[src/rtl/sprite_layer_scheduler_if.sv]
// Position-update handshake between game logic and the sprite layer scheduler.
// The master posts a layer position; the slave answers with a one-cycle ack.
`timescale 1ns/1ps
interface sprite_layer_scheduler_if;
    logic        pos_req;
    logic [1:0]  pos_layer;
    logic [10:0] pos_x_in;
    logic [10:0] pos_y_in;
    logic        pos_ack;

    modport master (
        output pos_req,
        output pos_layer,
        output pos_x_in,
        output pos_y_in,
        input  pos_ack
    );

    modport slave (
        input  pos_req,
        input  pos_layer,
        input  pos_x_in,
        input  pos_y_in,
        output pos_ack
    );
endinterface

[src/rtl/sprite_layer_scheduler.sv]
// Per-pixel sprite layer priority mux with tear-free position commit in vblank.
// Define SCHED_COLLISION_EN to add per-frame sprite overlap detection.
`timescale 1ns/1ps
module sprite_layer_scheduler #(
    parameter int         NUM_LAYERS = 4,
    parameter int         H_ACTIVE   = 640,
    parameter int         V_ACTIVE   = 480,
    parameter logic [7:0] BG_COLOR   = 8'h00
) (
    input  logic                     clk,
    input  logic                     rst,
    input  logic [10:0]              Hcnt,
    input  logic [10:0]              Vcnt,
    input  logic [8*NUM_LAYERS-1:0]  layer_color,
    input  logic [NUM_LAYERS-1:0]    layer_on,
    sprite_layer_scheduler_if.slave  pos,
    output logic [11*NUM_LAYERS-1:0] layer_x,
    output logic [11*NUM_LAYERS-1:0] layer_y,
    output logic [7:0]               pixel_color,
    output logic                     frame_done,
    output logic                     collision
);

    localparam logic [1:0] ACTIVE = 2'd0;
    localparam logic [1:0] COMMIT = 2'd1;
    localparam logic [1:0] VBLANK = 2'd2;

    localparam int              KW     = (NUM_LAYERS > 1) ? $clog2(NUM_LAYERS) : 1;
    localparam logic [KW-1:0]   K_LAST = KW'(NUM_LAYERS - 1);
    localparam logic [10:0]     X_MAX  = 11'(H_ACTIVE - 1);
    localparam logic [10:0]     Y_MAX  = 11'(V_ACTIVE - 1);

    logic [1:0]            state;
    logic [KW-1:0]         k;
    logic [10:0]           cur_x [NUM_LAYERS];
    logic [10:0]           cur_y [NUM_LAYERS];
    logic [10:0]           sh_x  [NUM_LAYERS];
    logic [10:0]           sh_y  [NUM_LAYERS];
    logic [NUM_LAYERS-1:0] dirty;

    logic        in_area;
    logic        frame_start;
    logic        frame_end;
    logic        accept;
    logic        layer_ok;
    logic [10:0] x_clamped;
    logic [10:0] y_clamped;
    logic [7:0]  mux_color;

    assign in_area     = (Hcnt < 11'(H_ACTIVE)) && (Vcnt < 11'(V_ACTIVE));
    assign frame_start = (state == ACTIVE) && (Vcnt == 11'(V_ACTIVE))
                         && (Hcnt == 11'd0);
    assign frame_end   = (Vcnt == 11'd0) && (Hcnt == 11'd0);
    assign accept      = pos.pos_req && !pos.pos_ack && (state != COMMIT);
    assign layer_ok    = int'(pos.pos_layer) < NUM_LAYERS;
    assign x_clamped   = (pos.pos_x_in > X_MAX) ? X_MAX : pos.pos_x_in;
    assign y_clamped   = (pos.pos_y_in > Y_MAX) ? Y_MAX : pos.pos_y_in;

    // Walk from lowest priority up so the lowest on index wins.
    always_comb begin
        mux_color = BG_COLOR;
        for (int i = NUM_LAYERS - 1; i >= 0; i--) begin
            if (layer_on[i]) mux_color = layer_color[8*i +: 8];
        end
    end

    always_ff @(posedge clk) begin
        if (!rst) begin
            state      <= ACTIVE;
            k          <= '0;
            frame_done <= 1'b0;
        end else begin
            frame_done <= frame_start;
            unique case (state)
                ACTIVE: begin
                    if (frame_start) begin
                        state <= COMMIT;
                        k     <= '0;
                    end
                end
                COMMIT: begin
                    if (k == K_LAST) state <= VBLANK;
                    else             k     <= k + 1'b1;
                end
                VBLANK: begin
                    if (frame_end) state <= ACTIVE;
                end
                default: state <= ACTIVE;
            endcase
        end
    end

    // Requests are never accepted in COMMIT, so shadow writes and commits
    // cannot collide on the same dirty bit.
    always_ff @(posedge clk) begin
        if (!rst) begin
            pos.pos_ack <= 1'b0;
            dirty       <= '0;
            for (int i = 0; i < NUM_LAYERS; i++) begin
                cur_x[i] <= '0;
                cur_y[i] <= '0;
                sh_x[i]  <= '0;
                sh_y[i]  <= '0;
            end
        end else begin
            pos.pos_ack <= accept;
            if (accept && layer_ok) begin
                sh_x[pos.pos_layer]  <= x_clamped;
                sh_y[pos.pos_layer]  <= y_clamped;
                dirty[pos.pos_layer] <= 1'b1;
            end
            if (state == COMMIT) begin
                if (dirty[k]) begin
                    cur_x[k] <= sh_x[k];
                    cur_y[k] <= sh_y[k];
                end
                dirty[k] <= 1'b0;
            end
        end
    end

    always_ff @(posedge clk) begin
        if (!rst) pixel_color <= 8'h00;
        else      pixel_color <= in_area ? mux_color : 8'h00;
    end

    for (genvar g = 0; g < NUM_LAYERS; g++) begin : g_pack
        assign layer_x[11*g +: 11] = cur_x[g];
        assign layer_y[11*g +: 11] = cur_y[g];
    end

`ifdef SCHED_COLLISION_EN
    logic overlap;
    logic coll_flag;

    assign overlap = (layer_on & (layer_on - 1'b1)) != '0;

    always_ff @(posedge clk) begin
        if (!rst) begin
            coll_flag <= 1'b0;
            collision <= 1'b0;
        end else if (frame_start) begin
            collision <= coll_flag;
            coll_flag <= 1'b0;
        end else if ((state == ACTIVE) && in_area && overlap) begin
            coll_flag <= 1'b1;
        end
    end
`else
    assign collision = 1'b0;
`endif

endmodule

[src/flat_wrapper.sv]
// flat-port wrapper written by rule: the top's interface ports become plain ports
module sprite_layer_scheduler_flat 
#(
    parameter int         NUM_LAYERS = 4,
    parameter int         H_ACTIVE   = 640,
    parameter int         V_ACTIVE   = 480,
    parameter logic [7:0] BG_COLOR   = 8'h00
)
  (clk, rst, Hcnt, Vcnt, layer_color, layer_on, layer_x, layer_y, pixel_color, frame_done, collision, pos_pos_req, pos_pos_layer, pos_pos_x_in, pos_pos_y_in, pos_pos_ack);
  sprite_layer_scheduler_if pos_i ();
  input  logic clk;
  input  logic rst;
  input  logic [10:0] Hcnt;
  input  logic [10:0] Vcnt;
  input  logic [8*NUM_LAYERS-1:0] layer_color;
  input  logic [NUM_LAYERS-1:0] layer_on;
  output logic [11*NUM_LAYERS-1:0] layer_x;
  output logic [11*NUM_LAYERS-1:0] layer_y;
  output logic [7:0] pixel_color;
  output logic frame_done;
  output logic collision;
  input wire logic [$bits(pos_i.pos_req)-1:0] pos_pos_req;
  input wire logic [$bits(pos_i.pos_layer)-1:0] pos_pos_layer;
  input wire logic [$bits(pos_i.pos_x_in)-1:0] pos_pos_x_in;
  input wire logic [$bits(pos_i.pos_y_in)-1:0] pos_pos_y_in;
  output wire logic [$bits(pos_i.pos_ack)-1:0] pos_pos_ack;
  assign pos_i.pos_req = pos_pos_req;
  assign pos_i.pos_layer = pos_pos_layer;
  assign pos_i.pos_x_in = pos_pos_x_in;
  assign pos_i.pos_y_in = pos_pos_y_in;
  assign pos_pos_ack = pos_i.pos_ack;
  sprite_layer_scheduler #(.NUM_LAYERS(NUM_LAYERS), .H_ACTIVE(H_ACTIVE), .V_ACTIVE(V_ACTIVE), .BG_COLOR(BG_COLOR)) u_core (.clk(clk), .rst(rst), .Hcnt(Hcnt), .Vcnt(Vcnt), .layer_color(layer_color), .layer_on(layer_on), .pos(pos_i), .layer_x(layer_x), .layer_y(layer_y), .pixel_color(pixel_color), .frame_done(frame_done), .collision(collision));
endmodule
[config.mk]
export PLATFORM = sky130hd
export DESIGN_NAME = sprite_layer_scheduler_flat
export DESIGN_NICKNAME = d
export VERILOG_FILES = /design/src/rtl/sprite_layer_scheduler_if.sv /design/src/rtl/sprite_layer_scheduler.sv /design/src/flat_wrapper.sv
export SDC_FILE = /design/constraint.sdc
export NUM_CORES = 1
export LEC_CHECK = 0
export ABC_CLOCK_PERIOD_IN_PS = 4400
export CAP_MARGIN = 30
export CORE_MARGIN = 10
export CORE_UTILIZATION = 50
export CTS_BUF_LIST = sky130_fd_sc_hd__clkbuf_4 sky130_fd_sc_hd__clkbuf_8
export DETAILED_ROUTE_END_ITERATION = 12
export PLACE_DENSITY = 0.78
export SYNTH_ARGS = -nofsm -noshare
export SYNTH_HDL_FRONTEND = slang
export SYNTH_SLANG_ARGS = --single-unit
[constraint.sdc]
create_clock -name clk -period 4.4 [get_ports clk]
set_input_delay 0.44 -clock clk [delete_from_list [all_inputs] [get_ports clk]]
set_output_delay 0.44 -clock clk [all_outputs]
set_load 0.02 [all_outputs]
==> results.py, run 1 <==
metrics = {
    "pwr": {
        "power_density_nw_per_um2": 342.7,
        "power_switching_w": 0.0008093,
        "ir_drop_mv": 0.2144,
        "seq_power_share_pct": 58.5,
        "leakage_nw": 3.869,
        "internal-power_w": 0.002834,
        "combPwrFrac_pct": 9.4,
        "switching_share_pct": 22.22,
        "clkPwrFrac_pct": 32.1,
    },
    "placed_design": {
        "dp.cells": 957,
        "io_buffers": 182,
        "dpl.hpwl_um": 13960,
        "dp_slack_ps": 1356,
        "gp_congestion": 0.8305,
        "post_dp_cell_area_um2": 10230,
    },
    "floorplanning": {
        "dieHeight_um": 147.4,
        "io_pins": 184,
        "coreArea_um2": 15890,
        "row_count": 46,
        "die_x_um": 147.4,
        "initial_utilization_pct": 51.09,
        "die_area_um2": 21730,
    },
    "critical_path": {
        "crit_path_end_kind": "flop",
        "worst_setup_path_start_kind": "flop",
        "r2r_setup_slack_ps": 1630,
        "rr_worst_depth": 4,
        "r2r_end": "u_core.sh_y[2][3]",
        "crit_fanout": 22,
        "required_ps": 4380,
        "critPathArrivalTime_ps": 2750,
        "worstSetupPathType": "flop to flop",
        "r2r_start": "u_core.state[0]",
    },
    "grt": {
        "antenna_found_initial": 0,
        "track_usage_pct": 17.40,
        "overflow": 0,
        "grt_pass1_vias": 5462,
        "grt_pass1_wl_um": 29570,
        "grt_max_degree": 24,
    },
    "clock_network": {
        "numCtsBuffers": 17,
        "tritoncts": "built",
        "htreeDepth": 4,
        "cts_sinks": 196,
        "cts_max_path_buffers": 2,
        "cts_resized": 0,
        "cts_hold_buf": 0,
        "postCtsSetupBuffers": 0,
        "clkTransAtPathRegs_ps": 90,
        "ctsRootBufferMaster": "clkbuf_8",
        "clock_latency_ps": 470,
    },
    "timing": {
        "hold_violations": 0,
        "relSlewSlack_pct": 34.54,
        "rsz0062_at_grt": "false",
        "min_period_ps": 2765,
        "finClkSkew_ps": 15.55,
        "layout_setup_ws_ps": 1635,
        "setup_viol": 0,
        "tightest_slew_ps": 979.6,
        "finalCritPeriodShare_pct": 62.85,
        "slew_violations": 0,
        "setup_tns_ps": 0,
        "max_clock_freq_ghz": 0.3616,
    },
    "drt": {
        "drcViolationCount": 0,
        "first_pass_iters": 6,
        "dr.first_iter.drc_count": 366,
        "wl_per_cell_um": 19.07,
        "wirelength_um": 18860,
        "ant_nets": 0,
        "viasPerCell": 5.160,
        "dr_total_vias": 5103,
    },
    "logic_synthesis": {
        "ys_seq_area_share_pct": 70.05,
        "yosys.area.top_type": "edfxtp_1",
        "syn_area_per_cell_um2": 14.42,
        "yosysWarnings": 0,
        "syn_area_um2": 8117,
        "synth.distinct_cells": 40,
        "synthCells": 563,
        "synth.top_cell.area_share_pct": 65.11,
        "synth_seq_cells": 196,
        "synthTopCellsByArea": "edfxtp_1, mux4_2, and2_1",
    },
    "worst_hold_path": {
        "min_to": "u_core.dirty[3]",
        "holdCritStartpoint": "u_core.dirty[3]",
        "holdPathStages": 2,
        "hold_path_class": "flop to flop",
    },
    "cells_and_area": {
        "final_common_cell": "clkdlybuf4s50_1",
        "antenna_cells": 0,
        "drive_gt1_share_pct": 12.03,
        "syn2layout_area_growth_pct": 30.97,
        "fin_nets": 849,
        "final_cell_mix": "clkdlybuf4s50_1, edfxtp_1, nor2_1",
        "final_cells": 989,
        "post-route-util_pct": 66.92,
        "design_area_um2": 10630,
    },
    "status": {
        "status": "finished, final reports clean",
    },
    "job": {
        "cap_violations": 0,
    },
}
-- cell type report --
cell class | instances | area (um^2)
clock buffer | 18 | 241.5
clock inverter | 14 | 160.2
fill | 1162 | 5255
inverter | 26 | 97.59
multi-input combinational | 325 | 2248
sequential | 196 | 5685
tap | 216 | 270.3
timing repair buffer | 194 | 1927
-- worst max-delay path, cell delays in order (launching register included) --
cell	delay, ps
dfxtp_1	380
nor2b_1	500
nor2_1	190
nand2_1	470
nand2_1	730
-- power by group through the flow --
stage | Sequential (W) | Clock (W) | Combinational [W]
after floorplan | 0.00221 | 0 | 0.000104
after global placement | 0.00217 | 0 | 0.000331
after detailed placement | 0.00217 | 0 | 0.000342
final | 0.00213 | 0.00117 | 0.000341
after global routing | 0.00214 | 0.00126 | 0.000365
after CTS | 0.00213 | 0.00119 | 0.000344
-- kinds of logic (layout without fill, tap and decap cells) --
logic type                 count (synthesis)  count (layout)  share of synthesized area (%)
buffers and inverters                     54             252                          2.898
and+or+nand+nor                          237             237                          16.03
muxes                                     23              23                          6.382
other                                      1              13                        0.04620
adders and majority gates                  4               4                         0.6166
DFF                                      196             196                          70.05
AOI/OAI and AO/OA                         48              48                          3.977
-- per-stage QoR --
stage | power (W) | hold WS (ps)
after floorplan | 0.002316 | 439.7
after global placement | 0.002502 | 482.4
after detailed placement | 0.002517 | 494.3
after CTS | 0.003661 | 502.0
after global routing | 0.003764 | 524.8
final | 0.003643 | 509.7
-- state kept, by name, indices dropped and copies added (netlist names), named ones only --
register,flops
u_core.cur_y,44
u_core.cur_x,44
u_core.pos.pos_ack,1
u_core.pixel_color,8
u_core.k,2
u_core.sh_y,44
u_core.frame_done,1
u_core.sh_x,44
u_core.state,2
u_core.dirty,4
-- synth_stat cells, drive strengths merged --
cell type / number
o211a: 1
o41ai: 1
nor3: 10
nand3: 10
a211o: 7
edfxtp: 176
nor2: 73
a22oi: 1
o31ai: 4
a21boi: 1
and2: 68
nand2: 30
dfxtp: 20
nor2b: 26
or3: 1
or2: 1
o21a: 1
conb: 1
nor4: 6
or4: 1
buf: 12
o21ai: 12
nand2b: 8
a21oi: 12
mux4: 23
clkbuf: 16
ha: 4
o311ai: 1
nor4b: 1
inv: 26
a221oi: 7
nand4: 2
-- metal layers --
layer	share of wire, %	track usage, %	wire, um	vias up
met4	1.2	5.253	235	0
met1	39	20.40	7386	2459
met2	51	29.78	9686	214
met3	8.2	5.708	1551	20
li1	-	-	-	2410
met5	0	0	0	-
-- worst max-delay path by stage --
stage                         start                 end  cells after the start
floorplan               u_core.k[0]  u_core.cur_x[3][0]                      2
global placement                rst   u_core.sh_y[2][5]                      6
detailed placement              rst   u_core.sh_y[1][3]                      6
CTS                 u_core.state[0]   u_core.sh_y[0][6]                      4
global route        u_core.state[0]   u_core.sh_y[2][3]                      4
finish              u_core.state[0]   u_core.sh_y[2][3]                      4
Note: power is estimated with default switching activity, not from simulation.
==> run 2, diff against run 1 <==
--- a/config.mk
+++ b/config.mk
@@ -5,13 +5,13 @@
 export SDC_FILE = /design/constraint.sdc
 export NUM_CORES = 1
 export LEC_CHECK = 0
-export ABC_CLOCK_PERIOD_IN_PS = 4400
+export ABC_CLOCK_PERIOD_IN_PS = 2400
 export CAP_MARGIN = 30
 export CORE_MARGIN = 10
-export CORE_UTILIZATION = 50
+export CORE_UTILIZATION = 47
 export CTS_BUF_LIST = sky130_fd_sc_hd__clkbuf_4 sky130_fd_sc_hd__clkbuf_8
 export DETAILED_ROUTE_END_ITERATION = 12
-export PLACE_DENSITY = 0.78
+export PLACE_DENSITY = 0.76
 export SYNTH_ARGS = -nofsm -noshare
 export SYNTH_HDL_FRONTEND = slang
 export SYNTH_SLANG_ARGS = --single-unit
==> constraint.sdc (replaced) <==
create_clock -name clk -period 2.4 [get_ports clk]
set_input_delay 0.24 -clock clk [delete_from_list [all_inputs] [get_ports clk]]
set_output_delay 0.24 -clock clk [all_outputs]
set_load 0.02 [all_outputs]
==> run 2 against run 1 <==
Clock power is 89% higher. Core utilization is 2.9 points lower. Sequential power is 84% higher. Combinational power is 85% higher. Worst setup slack worse by 1200 ps. Via count is 0.12% lower. Flip-flop and latch count stayed put. Clock skew is 3.5 ps lower. Hold slack worse by 190 ps.
==> results.py, run 2 (synthesis gave the netlist of run 1 again) <==
metrics = {
    "worst_hold_path": {
        "holdCritStartpoint": "layer_color[0]",
        "holdPathStages": 3,
        "hold_path_class": "primary input to flop",
        "min_to": "u_core.pixel_color[0]",
    },
    "cells_and_area": {
        "post-route-util_pct": 64.04,
        "final_cell_mix": "clkdlybuf4s50_1, edfxtp_1, nor2_1",
        "drive_gt1_share_pct": 13.06,
        "final_common_cell": "clkdlybuf4s50_1",
        "antenna_cells": 0,
        "final_cells": 1001,
        "fin_nets": 857,
        "fillers": 1262,
        "syn2layout_area_growth_pct": 32.23,
    },
    "floorplanning": {
        "die_x_um": 151.4,
        "dieHeight_um": 151.4,
        "coreArea_um2": 16760,
        "io_pins": 184,
        "initial_utilization_pct": 48.43,
        "die_area_um2": 22930,
        "row_count": 47,
    },
    "critical_path": {
        "slowest_stage": "dfxtp_1",
        "crit_path_end_kind": "flop",
        "worst_setup_path_start_kind": "flop",
        "required_ps": 2620,
        "rr_worst_depth": 4,
        "worstSetupPathType": "flop to flop",
        "r2r_setup_slack_ps": 470,
        "crit_fanout": 22,
        "r2r_end": "u_core.cur_x[3][10]",
        "r2r_start": "u_core.k[0]",
        "worstPathCellList": "mux4_2 -> nand3_2 -> buf_4 -> nor2b_1",
        "max_stage_delay_ps": 610,
        "critPathArrivalTime_ps": 2150,
    },
    "pwr": {
        "leakage_nw": 3.929,
        "ir_drop_mv": 0.3556,
        "power_w": 0.006748,
        "power_density_nw_per_um2": 628.7,
    },
    "clock_network": {
        "cts_hold_buf": 0,
        "htreeDepth": 4,
        "cts_resized": 0,
        "clock_latency_ps": 470,
        "postCtsSetupBuffers": 0,
        "numCtsBuffers": 17,
        "cts_sinks": 196,
        "cts_max_path_buffers": 2,
        "ctsRootBufferMaster": "clkbuf_8",
        "tritoncts": "built",
        "clkTransAtPathRegs_ps": 100,
    },
    "drt": {
        "first_pass_iters": 4,
        "wirelength_um": 18880,
        "dr.first_iter.drc_count": 296,
        "ant_nets": 0,
        "wl_per_cell_um": 18.86,
        "viasPerCell": 5.092,
        "drcViolationCount": 0,
        "dr_total_vias": 5097,
    },
    "timing": {
        "tightest_slew_ps": 816.6,
        "min_period_ps": 1932,
        "rsz0062_at_grt": "false",
        "whs_ps": 314.9,
        "setup_tns_ps": 0,
        "hold_violations": 0,
        "max_clock_freq_ghz": 0.5176,
        "relSlewSlack_pct": 45.56,
        "finClkSkew_ps": 12.06,
        "setup_viol": 0,
        "finalCritPeriodShare_pct": 80.50,
        "slew_violations": 0,
    },
    "grt": {
        "antenna_found_initial": 0,
        "grt_max_degree": 23,
        "track_usage_pct": 16.30,
        "grt_pass1_vias": 5165,
        "grt_pass1_wl_um": 28380,
        "overflow": 0,
    },
    "placed_design": {
        "gp_congestion": 0.8309,
        "dp.cells": 969,
        "io_buffers": 182,
        "dpl.hpwl_um": 13890,
    },
    "job": {
        "cap_violations": 0,
    },
    "status": {
        "status": "finished, final reports clean",
    },
}
-- run 2: changes by cell type in the layout (fill, tap and decap cells not counted), moves of 2 or more --
cell      before  now
inv_8          0    2
buf_4         10   19
inv_6          1    4
clkinv_8       0    3
clkinv_2       5    1
buf_8          2    0
-- run 2: how the worst max path moves through the flow --
stage	start	cells past startpoint	slack, ps	endpoint
floorplan	u_core.k[0]	2	350	u_core.cur_x[3][0]
global placement	rst	5	380	u_core.sh_x[2][4]
detailed placement	rst	5	240	u_core.sh_y[2][7]
CTS	u_core.k[0]	4	450	u_core.cur_x[3][10]
global route	u_core.k[0]	4	380	u_core.cur_x[3][10]
finish	u_core.k[0]	4	470	u_core.cur_x[3][10]
-- run 2: critical path, delay by kind of cell (launching register included) --
family	cells	cell delay [ps]
buf+inv	1	320
mux	1	570
flops	1	610
simple gates	2	170
-- run 2: per-stage QoR --
step                      area, um^2  setup WS, ps
after floorplan                 8180         352.4
after global placement         10300         376.5
after detailed placement       10300         237.7
after CTS                      10730         450.2
after global routing           10730         376.6
final                          10730         468.0
-- run 2: power breakdown --
part           switching, W  total (W)  internal [W]
registers         0.0000434    0.00391       0.00386
clock network       0.00123    0.00221      0.000978
logic              0.000326   0.000630      0.000304
-- run 2: cell type report --
cell class	count	area, um^2	share of cell area (%)
well taps	220	275.3	2.565
flip-flops and latches	196	5685	52.97
inverters	26	97.59	0.9093
repair buffers	202	1984	18.49
clock inverters	15	196.4	1.830
clock buffers	17	234.0	2.180
multi-input cells	325	2260	21.05
-- run 2: layer usage --
metal / track usage [%] / vias up / share of wire, %
met4: 5.294 / 0 / 1.5
met5: 0 / - / 0
met2: 28.72 / 165 / 53
met1: 18.95 / 2479 / 39
li1: - / 2432 / -
met3: 4.206 / 21 / 7.1
